**config.mk**
```make
export PLATFORM = sky130hd
export DESIGN_NAME = sma_stream
export DESIGN_NICKNAME = d
export VERILOG_FILES = /design/src/rtl/sma_stream.sv
export SDC_FILE = /design/constraint.sdc
export NUM_CORES = 1
export LEC_CHECK = 0
export CAP_MARGIN = 20
export CORE_MARGIN = 4
export CORE_UTILIZATION = 35
export CTS_CLUSTER_SIZE = 40
export DETAILED_ROUTE_END_ITERATION = 12
export GPL_TIMING_DRIVEN = 0
export PLACE_DENSITY = 0.6
export SYNTH_ARGS = -nofsm -noshare
export SYNTH_HDL_FRONTEND = slang
export SYNTH_SLANG_ARGS = --single-unit
```
**constraint.sdc**
```tcl
create_clock -name clk -period 10 [get_ports clk]
set_input_delay 2 -clock clk [delete_from_list [all_inputs] [get_ports clk]]
set_output_delay 2 -clock clk [all_outputs]
set_load 0.01 [all_outputs]
```
**src/rtl/sma_stream.sv**
```systemverilog
// rtl/sma_stream.sv - streaming simple-moving-average filter, valid/ready flow control
// Running sum over a circular delay line; one registered output stage.
module sma_stream #(
    parameter int DATA_W    = 16,
    parameter int LOG2_N    = 2,
    parameter int FILL_MODE = 0
) (
    input  logic              clk,
    input  logic              rst,
    input  logic              clear,
    input  logic              in_valid,
    output logic              in_ready,
    input  logic [DATA_W-1:0] in_data,
    output logic              out_valid,
    input  logic              out_ready,
    output logic [DATA_W-1:0] out_data,
    output logic              out_full
);

    localparam int N      = 1 << LOG2_N;
    localparam int ACC_W  = DATA_W + LOG2_N;
    localparam int PTR_W  = (LOG2_N > 0) ? LOG2_N : 1;
    localparam int FILL_W = LOG2_N + 1;

    localparam logic [PTR_W-1:0]        WP_LAST   = PTR_W'(N - 1);
    localparam logic [FILL_W-1:0]       FILL_MAX  = FILL_W'(N);
    localparam logic [FILL_W-1:0]       FILL_LAST = FILL_W'(N - 1);
    localparam logic signed [ACC_W-1:0] RND       = ACC_W'(N - 1);

    logic [DATA_W-1:0]        dline_q [N];
    logic [PTR_W-1:0]         wp_q, wp_d;
    logic signed [ACC_W-1:0]  acc_q, acc_d;
    logic [FILL_W-1:0]        fill_q, fill_d;
    logic                     out_valid_q, out_valid_d;
    logic [DATA_W-1:0]        out_data_q, out_data_d;

    logic                     accept;
    logic signed [ACC_W-1:0]  sum_w;
    logic signed [ACC_W-1:0]  adj_w;

    assign in_ready  = !out_valid_q || out_ready;
    assign out_valid = out_valid_q;
    assign out_data  = out_data_q;
    assign out_full  = (fill_q == FILL_MAX);

    always_comb begin
        accept      = in_valid && in_ready && !clear;
        sum_w       = acc_q + ACC_W'($signed(in_data)) - ACC_W'($signed(dline_q[wp_q]));
        // Bias negative sums by N-1 so the arithmetic shift truncates toward zero.
        adj_w       = sum_w + (sum_w[ACC_W-1] ? RND : '0);
        wp_d        = wp_q;
        acc_d       = acc_q;
        fill_d      = fill_q;
        out_data_d  = out_data_q;
        out_valid_d = out_valid_q;
        if (accept) begin
            wp_d       = (wp_q == WP_LAST) ? '0 : wp_q + 1'b1;
            acc_d      = sum_w;
            out_data_d = DATA_W'(adj_w >>> LOG2_N);
            if (fill_q != FILL_MAX) begin
                fill_d = fill_q + 1'b1;
            end
            if (FILL_MODE == 0 || fill_q >= FILL_LAST) begin
                out_valid_d = 1'b1;
            end else if (out_ready) begin
                out_valid_d = 1'b0;
            end
        end else if (out_ready) begin
            out_valid_d = 1'b0;
        end
    end

    always_ff @(posedge clk or negedge rst) begin
        if (!rst) begin
            for (int i = 0; i < N; i++) begin
                dline_q[i] <= '0;
            end
            wp_q        <= '0;
            acc_q       <= '0;
            fill_q      <= '0;
            out_valid_q <= 1'b0;
            out_data_q  <= '0;
        end else if (clear) begin
            for (int i = 0; i < N; i++) begin
                dline_q[i] <= '0;
            end
            wp_q        <= '0;
            acc_q       <= '0;
            fill_q      <= '0;
            out_valid_q <= 1'b0;
            out_data_q  <= '0;
        end else begin
            if (accept) begin
                dline_q[wp_q] <= in_data;
            end
            wp_q        <= wp_d;
            acc_q       <= acc_d;
            fill_q      <= fill_d;
            out_valid_q <= out_valid_d;
            out_data_q  <= out_data_d;
        end
    end

endmodule
```
== Word-level counts from Yosys, hierarchy flattened ==
Index checks and enable logic that the tools add are counted.

* Register bits after elaboration: 104
* Bits of input ports: 21

* Reduce and logical (&&, ||, !) cells: 10
* Eq/ne operators: 3
* Muxes and demuxes: 22
* Bitwise logic cells: 1
* $add $sub $neg: 5
* $lt $le $gt $ge: 2

{| class="wikitable"
|+ Operators by type and width
! cell !! number
|-
| two-way mux 64 bit || 2
|-
| two-way mux 16 bit || 5
|-
| bitwise mux 64 bit || 1
|-
| two-way mux 18 bit || 2
|-
| binary-select mux 16 bit (select 2 bit) || 1
|-
| demux 16 bit (select 2 bit) || 1
|-
| adder 18 x 16 -> 18 bit || 1
|-
| adder 18 x 2 -> 18 bit || 1
|-
| subtractor 18 x 16 -> 18 bit || 1
|-
| two-way mux 3 bit || 3
|-
| two-way mux 2 bit || 4
|-
| nonzero test 2 bit || 2
|-
| adder 3 x 1 -> 3 bit (second input constant) || 1
|-
| equality test 3 bit (second input constant) || 1
|-
| >= comparator 3 bit (second input constant) || 1
|-
| logical AND 1 bit || 3
|-
| less-than comparator 3 x 1 -> 1 bit (second input constant) || 1
|-
| two-way mux 1 bit || 3
|-
| != test 3 bit (second input constant) || 1
|-
| NOT 2 -> 3 bit || 1
|-
| nonzero test 3 bit || 1
|-
| adder 2 x 1 -> 2 bit (second input constant) || 1
|-
| equality test 2 bit (second input constant) || 1
|-
| zero test 1 bit || 2
|-
| 2 further kinds || 2
|}

== Longest topological paths before layout ==
Gate-level depths: netlist (run 1).

* Word-level depth: 9
* Depth in mapped cells: 21

== Least setup slack after synthesis (run 1) ==
No wires, ideal clock.

* Path kind: input to register
* From: input in_data[1]
* To: register out_data_q[9] (netlist: out_data[9])
* Stages: 18
* Arrival time: 5.554 ns
* Slack: 4.352 ns
* Buffers on the path: 1
* Data required time: 9.906 ns
* Cell sequence: inv_1 -> fa_1 -> inv_1 -> ha_1 -> a21o_1 -> and4_1 -> o2111ai_1 -> nand3_2 -> xnor2_1 -> ha_1 -> nand2_1 -> o21bai_1 -> nor3b_1 -> mux2i_1 -> buf_2 -> nor3_1 -> xnor2_1 -> a211oi_1

* Word-level cells in the longest chain between the ends: 6

{| class="wikitable"
|+ RTL lines
! what !! RTL line !! source
|-
| start: declaration || 13 || <nowiki>input logic [DATA_W-1:0] in_data,</nowiki>
|-
| adder 18 x 16 -> 18 bit (*) || 48 || <nowiki>sum_w = acc_q + ACC_W'($signed(in_data)) - ACC_W'($signed(dline_q[wp_q]));</nowiki>
|-
| subtractor 18 x 16 -> 18 bit (*) || 48 ||
|-
| two-way mux 2 bit || 50 || <nowiki>adj_w = sum_w + (sum_w[ACC_W-1] ? RND : '0);</nowiki>
|-
| adder 18 x 2 -> 18 bit (*) || 50 ||
|-
| two-way mux 16 bit (*) || 56 || <nowiki>if (accept) begin</nowiki>
|-
| two-way mux 16 bit (*) || 83 || <nowiki>end else if (clear) begin</nowiki>
|-
| end signal: assignment || 100 || <nowiki>out_data_q <= out_data_d;</nowiki>
|-
| end: declaration || 35 || <nowiki>logic [DATA_W-1:0] out_data_q, out_data_d;</nowiki>
|}

Every way passes the cells marked *; elsewhere a longest branch is shown, timed or not. The select of a mux whose other input is x is not followed.
A chain may end at the register's enable or synchronous reset.

== Final worst setup path (run 1) ==
Ends and elaborated chain as after synthesis.

==> results of run 1 <==
## routing by layer
| metal | track usage (%) | up-vias |
|---|---|---|
| met5 | 0 | - |
| met4 | 5.22 | 0 |
| met3 | 3.64 | 12 |
| met2 | 29.2 | 128 |
| met1 | 24.8 | 2633 |
| li1 | - | 2626 |
## cells by family after synthesis
family	after synthesis	share of synthesized area (%)
XOR/XNOR	21	2.76
multiplexers	19	5.86
adder cells (fa/ha/maj)	43	9.99
AND/OR/NAND/NOR	280	19.3
flip-flops	104	39.1
AO/OA/AOI/OAI	165	16.0
buffers and inverters	121	7.06
## final cells by class
cell class / count / share of cell area [%]
clock buffer: 9 / 2.91
buffer: 44 / 2.35
multi-input combinational: 528 / 46.4
timing repair buffer: 40 / 5.40
sequential: 104 / 33.6
tap: 234 / 3.78
clock inverter: 7 / 1.78
inverter: 77 / 3.74
## path summary, 6_finish.rpt
check / end / from
max: out_data[9] / in_data[1]
max in group asynchronous: dline_q[5] / rst
min in group asynchronous: out_data[1] / rst
max reg2reg: out_data[9] / wp_q[0]
min reg2reg: dline_q[14] / dline_q[14]
min: dline_q[14] / dline_q[14]
## state kept, by name, indices dropped and copies added, names as in the netlist
signal     flops
acc_q         18
out_data      16
dline_q       64
wp_q           2
out_valid      1
fill_q         3
## synth_stat cells, types with 4 or more instances
cell / instances
nand2_1: 170
buf_2: 4
a21oi_1: 96
o21ai_0: 11
nor3_1: 11
a31oi_1: 4
clkbuf_1: 35
a211oi_1: 13
inv_1: 77
nand3_1: 4
nor3b_1: 4
mux4_2: 16
a21o_1: 6
dfrtp_1: 104
and3_1: 11
nor2_1: 39
xnor2_1: 15
and2_1: 8
xor2_1: 6
ha_1: 26
fa_1: 17
or3_1: 5
nand4_1: 5
## critical path: stages
cell and delay [ns]:
clkdlybuf4s50_1 0.62, inv_1 0.11, fa_1 0.61, inv_1 0.06, ha_1 0.28, a21o_1 0.21
and4_1 0.24, o2111ai_1 0.24, nand3_2 0.14, xnor2_1 0.52, ha_1 0.38, nand2_1 0.08
o21bai_1 0.06, nor3b_1 0.14, mux2i_1 0.50, buf_2 0.32, nor3_1 0.09, xnor2_1 0.13
a211oi_1 0.23
## power groups by stage
stage | sequential [mW] | combinational (mW) | clock [mW]
2_1_floorplan | 0.520 | 0.860 | 0
3_3_place_gp | 0.515 | 1.14 | 0
3_5_place_dp | 0.517 | 1.15 | 0
4_1_cts | 0.509 | 1.16 | 0.440
5_1_grt | 0.517 | 1.29 | 0.453
6_report | 0.508 | 1.16 | 0.432
## layout by cell type, fill, tap and decap left out, types with 4 or more instances in the layout
cell             instances
fa_1                    17
nor3b_1                  4
and3_1                  11
clkbuf_1                35
xnor2_1                 15
dfrtp_1                104
a21oi_1                 96
nor2_1                  39
inv_1                   77
a211oi_1                13
a21o_1                   6
mux4_2                  16
and2_1                   8
nand3_1                  4
buf_4                    4
buf_2                    4
xor2_1                   6
clkdlybuf4s50_1         37
or3_1                    5
ha_1                    26
nor3_1                  11
clkbuf_16                9
o21ai_0                 11
nand4_1                  5
a31oi_1                  4
nand2_1                170
## stage by stage
stage               utilization, %  std cells  setup slack, ns  hold slack (ns)  area, um^2
CTS                           41.4       1043             3.32            0.522        7740
detailed placement            39.4       1027             2.93            0.505        7370
floorplan                        -        753             4.35            0.480        6660
finish                        41.4       1043             3.31            0.518        7740
global placement              39.2       1025             2.66            0.499        7340
global route                  41.4       1043             2.87            0.537        7740
==> flow_summary.json, run 1 <==
{
  "setup_violations": 0,
  "yosys_warnings": 0,
  "synth_fp_nets": 817,
  "num-fill-cells": 1873,
  "critPathKind": "in2reg",
  "cts-root-buf": "clkbuf_16",
  "area_growth_pct": 16.1,
  "clk_pin_slew_worst_paths_ns": 0.08,
  "cts_setup_buffers": 0,
  "cts.repair.resized": 0,
  "power_leakage_nw": 3.35,
  "num_vias": 5399,
  "grt_max_degree": 39,
  "worst_ep_arrival_time_ns": 6.97,
  "hold_violations": 0,
  "synth_flop_cell": "dfrtp_1",
  "globalplace.congestion": 0.864,
  "antenna_found_initial": 0,
  "multi_input_area_um2": 3590,
  "drc_errors": 0,
  "dr_wl_met3_mm": 1.06,
  "rsz0062_at_grt": "no",
  "pwr-share-comb_pct": 55.2,
  "grt_remaining_overflow": 0,
  "post_drt_via_cell_ratio": 5.18,
  "ys_seq_elements": 104,
  "internal_power_mw": 1.19,
  "vdd_drop_max_v": 0.000118,
  "htree_levels": 3,
  "regToRegSetupSlack_ns": 3.42,
  "cts_tree": "built",
  "drv_slew": 0,
  "critical_path.max_fanout": 10,
  "cts.path.max_buffers": 2,
  "dr_wl_met2_mm": 8.71,
  "start_kind": "input port",
  "nets": 868,
  "drv_cap": 0,
  "ios": 40,
  "hold_class": "reg2reg",
  "status": "completed",
  "clock_power_share_pct": 20.6,
  "yosysSeqAreaShare_pct": 39.1,
  "cp-end-kind": "flip-flop",
  "worst_pin_slew_ns": 0.836,
  "fp-row-count": 50,
  "drt-met1-wl_mm": 8.44,
  "fin_crit_sh_pct": 66.9,
  "synth_top_area_cell": "dfrtp_1",
  "fp.dieArea_um2": 21300,
  "drt_first_iter_violations": 452,
  "post-dp-hpwl_mm": 13.7,
  "ys_types": 68,
  "cts_num_sinks": 104,
  "die_x_um": 146,
  "cts_inserted_buffers": 9,
  "clk_latency_ns": 0.37,
  "drtPass1Iterations": 4,
  "netlist.area_leader.share_pct": 39.1,
  "start_util_pct": 35.6,
  "tns_ns": 0,
  "grt_pass1_vias": 5494,
  "port_buffers": 38,
  "grt_first_pass_wirelength_mm": 30.3,
  "skew_ns": 0.0122,
  "wl_per_cell_um": 17.7,
  "synthesis.area_um2": 6660,
  "n_antenna_cell": 0,
  "wirelength_mm": 18.5,
  "power_mw": 2.10,
  "drtAntennaViolNets": 0,
  "swShare_pct": 43.0,
  "seq_area_um2": 2600,
  "p_switching_mw": 0.903,
  "fmax_mhz": 149,
  "syn_inst": 753,
  "die_y_um": 146,
  "core_area_um2": 18700,
  "cts-hold-fix-buffers": 0,
  "grt_usage_pct": 18.1,
  "p_seq_share_pct": 24.2,
  "relSlewSlack_pct": 44.3,
  "p_per_area_nw_per_um2": 271,
  "avgSynthCellArea_um2": 8.85,
  "dr.max_layer_used": "met4",
  "synth_edf_count": 0,
  "ys_top_cells_by_area": "dfrtp_1 39%, nand2_1 9.6%, a21oi_1 7.2%, mux4_2 5.4%, fa_1 5.1%",
  "r2r_cells": 20,
  "whs_path_depth": 2,
  "drive_gt1_share_pct": 7.29,
  "synth-async-reset-ratio_pct": 100,
  "period_needed_ns": 6.69,
  "worstPathRequired_ns": 10.28
}
No activity file was read; power rests on OpenSTA's default activity.
==> inputs of run 2 (changes only) <==
--- a/config.mk
+++ b/config.mk
@@ -11,7 +11,7 @@
 export CTS_CLUSTER_SIZE = 40
 export DETAILED_ROUTE_END_ITERATION = 12
 export GPL_TIMING_DRIVEN = 0
-export PLACE_DENSITY = 0.6
+export PLACE_DENSITY = 0.62
 export SYNTH_ARGS = -nofsm -noshare
 export SYNTH_HDL_FRONTEND = slang
 export SYNTH_SLANG_ARGS = --single-unit
==> constraint.sdc (replaced) <==
create_clock -name clk -period 5.55 [get_ports clk]
set_input_delay 1.11 -clock clk [delete_from_list [all_inputs] [get_ports clk]]
set_output_delay 1.11 -clock clk [all_outputs]
set_load 0.01 [all_outputs]
==> run 2 against run 1 <==
Clock skew rose by 0.00061 ns. Largest power group unchanged. Largest cell class unchanged. Clock power rose by 71%. Sequential share of layout area fell by 0.23 points. Register-to-register slack got worse by 3.0 ns. Cell area rose by 0.70%. Sequential cell count did not move.
==> flow_summary.json, run 2 (same netlist as run 1, synthesis figures left out) <==
{
  "largest_register": "dline_q",
  "cts_inserted_buffers": 9,
  "power_mw": 3.86,
  "place_ws_ns": -0.953,
  "clk_pin_slew_worst_paths_ns": 0.07,
  "htree_levels": 3,
  "power_leakage_nw": 3.40,
  "grt_usage_pct": 17.5,
  "die_y_um": 146,
  "layout_commonest_cell": "nand2_1",
  "critPathSlowestCell": "clkdlybuf4s50_1",
  "post_drt_via_cell_ratio": 5.24,
  "grt_pass1_vias": 5513,
  "largest_reg_flops": 64,
  "worst_ep_arrival_time_ns": 5.50,
  "wirelength_mm": 18.1,
  "n_antenna_cell": 0,
  "reg2reg_from": "wp_q[0]",
  "worstPathRequired_ns": 5.81,
  "whs_path_depth": 2,
  "grt_use_met1_pct": 24.8,
  "setup_violations": 0,
  "tns_ns": 0,
  "hold_class": "reg2reg",
  "r2r-end": "out_data[7]",
  "hold_violations": 0,
  "cts.path.max_buffers": 2,
  "hp-start": "out_data[6]",
  "nets": 870,
  "antenna_found_initial": 0,
  "status": "completed",
  "multi_input_area_um2": 3640,
  "fin_crit_sh_pct": 94.4,
  "num-fill-cells": 1828,
  "grt_util_met2_pct": 27.8,
  "fin_util_pct": 41.6,
  "vdd_drop_max_v": 0.000261,
  "grt_max_degree": 59,
  "ios": 40,
  "drv_slew": 0,
  "grt_first_pass_wirelength_mm": 29.9,
  "cp-end-kind": "flip-flop",
  "cts_tree": "built",
  "critical_path.max_fanout": 10,
  "worstPathCellList": "clkdlybuf4s50_1, inv_1, fa_1, inv_1, ha_1, buf_4, a21oi_2, o21ai_2, a22oi_1, nand3_2, xnor2_4, ha_1, nand2_1, o21bai_1, nor3b_2, mux2i_4, buf_2, or3_1, a311oi_1",
  "critPathKind": "in2reg",
  "fp.dieArea_um2": 21300,
  "crit_path_max_incr_delay_ns": 0.58,
  "drive_gt1_share_pct": 8.63,
  "drt_first_iter_violations": 451,
  "p_per_area_nw_per_um2": 496,
  "cts_num_sinks": 104,
  "wl_per_cell_um": 17.4,
  "start_util_pct": 35.6,
  "die_x_um": 146,
  "regToRegSetupSlack_ns": 0.38,
  "port_buffers": 38,
  "worst_slack_ns": 0.309,
  "worst_pin_slew_ns": 0.851,
  "post-dp-hpwl_mm": 13.3,
  "start_kind": "input port",
  "grt_remaining_overflow": 0,
  "fp-row-count": 50,
  "seq_area_um2": 2600,
  "busiest_layer": "met2",
  "r2r_cells": 20,
  "drtPass1Iterations": 5,
  "drc_errors": 0,
  "period_needed_ns": 5.24,
  "skew_ns": 0.0129,
  "num_vias": 5477,
  "rsz0062_at_grt": "no",
  "grtUsageMet3_pct": 2.83,
  "min_to": "out_data[6]",
  "mostFrequentLayoutCells": "170 x nand2_1, 104 x dfrtp_1, 96 x a21oi_1",
  "drtAntennaViolNets": 0,
  "drv_cap": 0,
  "core_area_um2": 18700,
  "globalplace.congestion": 0.837,
  "cts-root-buf": "clkbuf_16",
  "fmax_mhz": 191,
  "area_growth_pct": 16.9,
  "clk_latency_ns": 0.37,
  "relSlewSlack_pct": 43.3
}
## run 2: worst max-delay path by stage
stage / start / to / slack (ns)
2_1_floorplan: wp_q[0] / out_data[9] / 0.15
6_report: in_data[6] / out_data[7] / 0.31
5_1_grt: wp_q[0] / out_data[4] / 0.03
3_5_place_dp: wp_q[0] / out_data[9] / -0.95
3_3_place_gp: wp_q[0] / out_data[9] / -0.95
4_1_cts: in_data[15] / out_data[12] / 0.002
## run 2: stage by stage
step | std cells | cell area, um^2 | hold WS (ns)
floorplan | 753 | 6660 | 0.480
global placement | 1025 | 7340 | 0.501
detailed placement | 1026 | 7360 | 0.501
CTS | 1042 | 7710 | 0.517
global route | 1045 | 7790 | 0.543
finish | 1045 | 7790 | 0.516
## run 2: cell type report
cell class / count / area share [%]
plain buffers: 44 / 2.51
clock buffers: 9 / 2.89
clock inverters: 7 / 1.40
inverters: 77 / 3.71
multi-input cells: 528 / 46.8
flip-flops and latches: 104 / 33.4
well taps: 234 / 3.76
repair buffers: 42 / 5.56
## run 2: repair_timing
item	CTS	global route
buffers inserted	0	3
setup endpoints to repair	16	14
resized for setup	7	12
hold buffers	0	0
pin swaps	0	2
## run 2: critical path: cells and delay by family
kind	cells	cell delay, ns
compound gates	5	0.88
xor+xnor	1	0.20
simple gates	4	0.83
mux	1	0.14
fa+ha+maj	3	1.17
buf+inv	5	1.14
## run 2: metal layers
metal  wire length, um  vias to the layer above
met5                 0                        -
met4               324                        0
met3               863                       23
met2              8380                      151
met1              8580                     2666
li1                  -                     2637
## run 2: power by group
group          internal [mW]  switching (mW)
Combinational          0.899            1.31
Clock                  0.407           0.332
Sequential             0.859          0.0564
==> inputs of run 3 (changes only) <==
--- a/config.mk
+++ b/config.mk
@@ -11,7 +11,7 @@
 export CTS_CLUSTER_SIZE = 40
 export DETAILED_ROUTE_END_ITERATION = 12
 export GPL_TIMING_DRIVEN = 0
-export PLACE_DENSITY = 0.62
+export PLACE_DENSITY = 0.6
 export SYNTH_ARGS = -nofsm -noshare
 export SYNTH_HDL_FRONTEND = slang
 export SYNTH_SLANG_ARGS = --single-unit
==> run 3 against run 2 <==
Combinational power barely moved. Sequential power about the same. Cell area increased by 0.59%. Hold slack better by 0.0015 ns. Critical path type unchanged. Critical endpoint unchanged. Highest routed layer unchanged.
==> flow_summary.json, run 3 (same netlist as run 1, synthesis figures left out) <==
{
  "status": "completed",
  "grt_usage_pct": 18.1,
  "cp-end-kind": "flip-flop",
  "worstPathRequired_ns": 5.81,
  "hold_violations": 0,
  "period_needed_ns": 5.25,
  "critPathKind": "in2reg",
  "layout_commonest_cell": "nand2_1",
  "fin_util_pct": 41.9,
  "drv_slew": 0,
  "worst_ep_arrival_time_ns": 5.51,
  "core_area_um2": 18700,
  "vdd_drop_max_v": 0.000216,
  "whs_path_depth": 2,
  "cts-root-buf": "clkbuf_16",
  "cts_inserted_buffers": 9,
  "worst_pin_slew_ns": 0.795,
  "htree_levels": 3,
  "drtPass1Iterations": 6,
  "antenna_found_initial": 0,
  "p_per_area_nw_per_um2": 498,
  "clk_pin_slew_worst_paths_ns": 0.08,
  "relSlewSlack_pct": 47.0,
  "n_antenna_cell": 0,
  "cts.path.max_buffers": 2,
  "grt_max_degree": 39,
  "rsz0062_at_grt": "no",
  "hold_class": "reg2reg",
  "fmax_mhz": 190,
  "cts-hold-fix-buffers": 0,
  "clk_latency_ns": 0.37,
  "nets": 869,
  "cts_num_sinks": 104,
  "skew_ns": 0.0116,
  "drive_gt1_share_pct": 8.64,
  "post-dp-hpwl_mm": 13.7,
  "wl_per_cell_um": 17.9,
  "start_kind": "input port",
  "fp-row-count": 50,
  "largest_reg_flops": 64,
  "setup_violations": 0,
  "globalplace.congestion": 0.864,
  "wirelength_mm": 18.7,
  "largest_register": "dline_q",
  "area_growth_pct": 17.6,
  "num_vias": 5447,
  "die_y_um": 146,
  "grt_first_pass_wirelength_mm": 30.4,
  "die_x_um": 146,
  "power_leakage_nw": 3.44,
  "fp.dieArea_um2": 21300,
  "ios": 40,
  "critical_path.max_fanout": 10,
  "cts_tree": "built",
  "grt_pass1_vias": 5504,
  "grt_remaining_overflow": 0,
  "drt_first_iter_violations": 475,
  "mostFrequentLayoutCells": "170 x nand2_1, 104 x dfrtp_1, 96 x a21oi_1",
  "r2r_cells": 19,
  "port_buffers": 38,
  "fin_crit_sh_pct": 94.7,
  "finalInstanceArea_um2": 7840,
  "drtAntennaViolNets": 0,
  "drv_cap": 0,
  "drc_errors": 0,
  "post_drt_via_cell_ratio": 5.22,
  "start_util_pct": 35.6,
  "place_area_um2": 7370
}
-- run 3: cell type report --
type                    instances  area (um^2)
fillers                      1859        10900
multi-input cells             528         3660
flip-flops and latches        104         2600
repair buffers                 41          433
well taps                     234          293
inverters                      77          289
clock buffers                   9          225
plain buffers                  44          199
clock inverters                 7          138
-- run 3: worst paths after layout --
kind / slack, ns / startpoint / end
max in group asynchronous: 4.05 / rst / dline_q[53]
max: 0.30 / in_data[6] / out_data[7]
min reg2reg: 0.52 / dline_q[14] / dline_q[14]
min: 0.52 / dline_q[14] / dline_q[14]
min in group asynchronous: 0.68 / rst / out_data[1]
max reg2reg: 0.35 / wp_q[1] / out_data[7]
-- run 3: metrics by stage --
stage / setup TNS, ns / cells / power (mW) / worst slack, ns / hold WS (ns)
floorplan: 0 / 753 / 2.49 / 0.148 / 0.480
global placement: -106.85 / 1025 / 2.98 / -1.05 / 0.499
detailed placement: -14.82 / 1027 / 3.01 / -1.10 / 0.505
CTS: 0 / 1043 / 3.82 / 0.0250 / 0.522
global route: 0 / 1044 / 4.20 / 0.0117 / 0.537
finish: 0 / 1044 / 3.90 / 0.297 / 0.518
-- run 3: critical path: stages --
cell and delay [ns]:
clkdlybuf4s50_1 0.57, inv_1 0.12, fa_1 0.54, inv_1 0.04, ha_1 0.27, buf_4 0.18, a21oi_2 0.19, o21ai_2 0.14
a22oi_2 0.19, nand3_2 0.16, xnor2_4 0.20, ha_1 0.36, a31oi_1 0.09, nor3_1 0.30, mux2i_4 0.19, buf_2 0.23
or3_1 0.35, a311oi_1 0.27
-- run 3: routing by layer --
metal / GRT usage (%) / routed length, um / part of all wire [%]
met1: 24.8 / 8590 / 46
met2: 29.3 / 8920 / 48
met3: 3.64 / 799 / 4.3
met4: 5.22 / 365 / 2.0
met5: 0 / 0 / 0
-- run 3: timing repair --
item	CTS	global route
setup endpoints to repair	16	14
pin swaps	0	3
gates resized for setup	8	16
setup buffers	0	1
-- run 3: power breakdown --
| group | switching, mW | total [mW] | internal, mW |
|---|---|---|---|
| clock | 0.326 | 0.779 | 0.452 |
| sequential | 0.0562 | 0.916 | 0.859 |
| combinational | 1.30 | 2.21 | 0.905 |
| total | 1.69 | 3.90 | 2.22 |
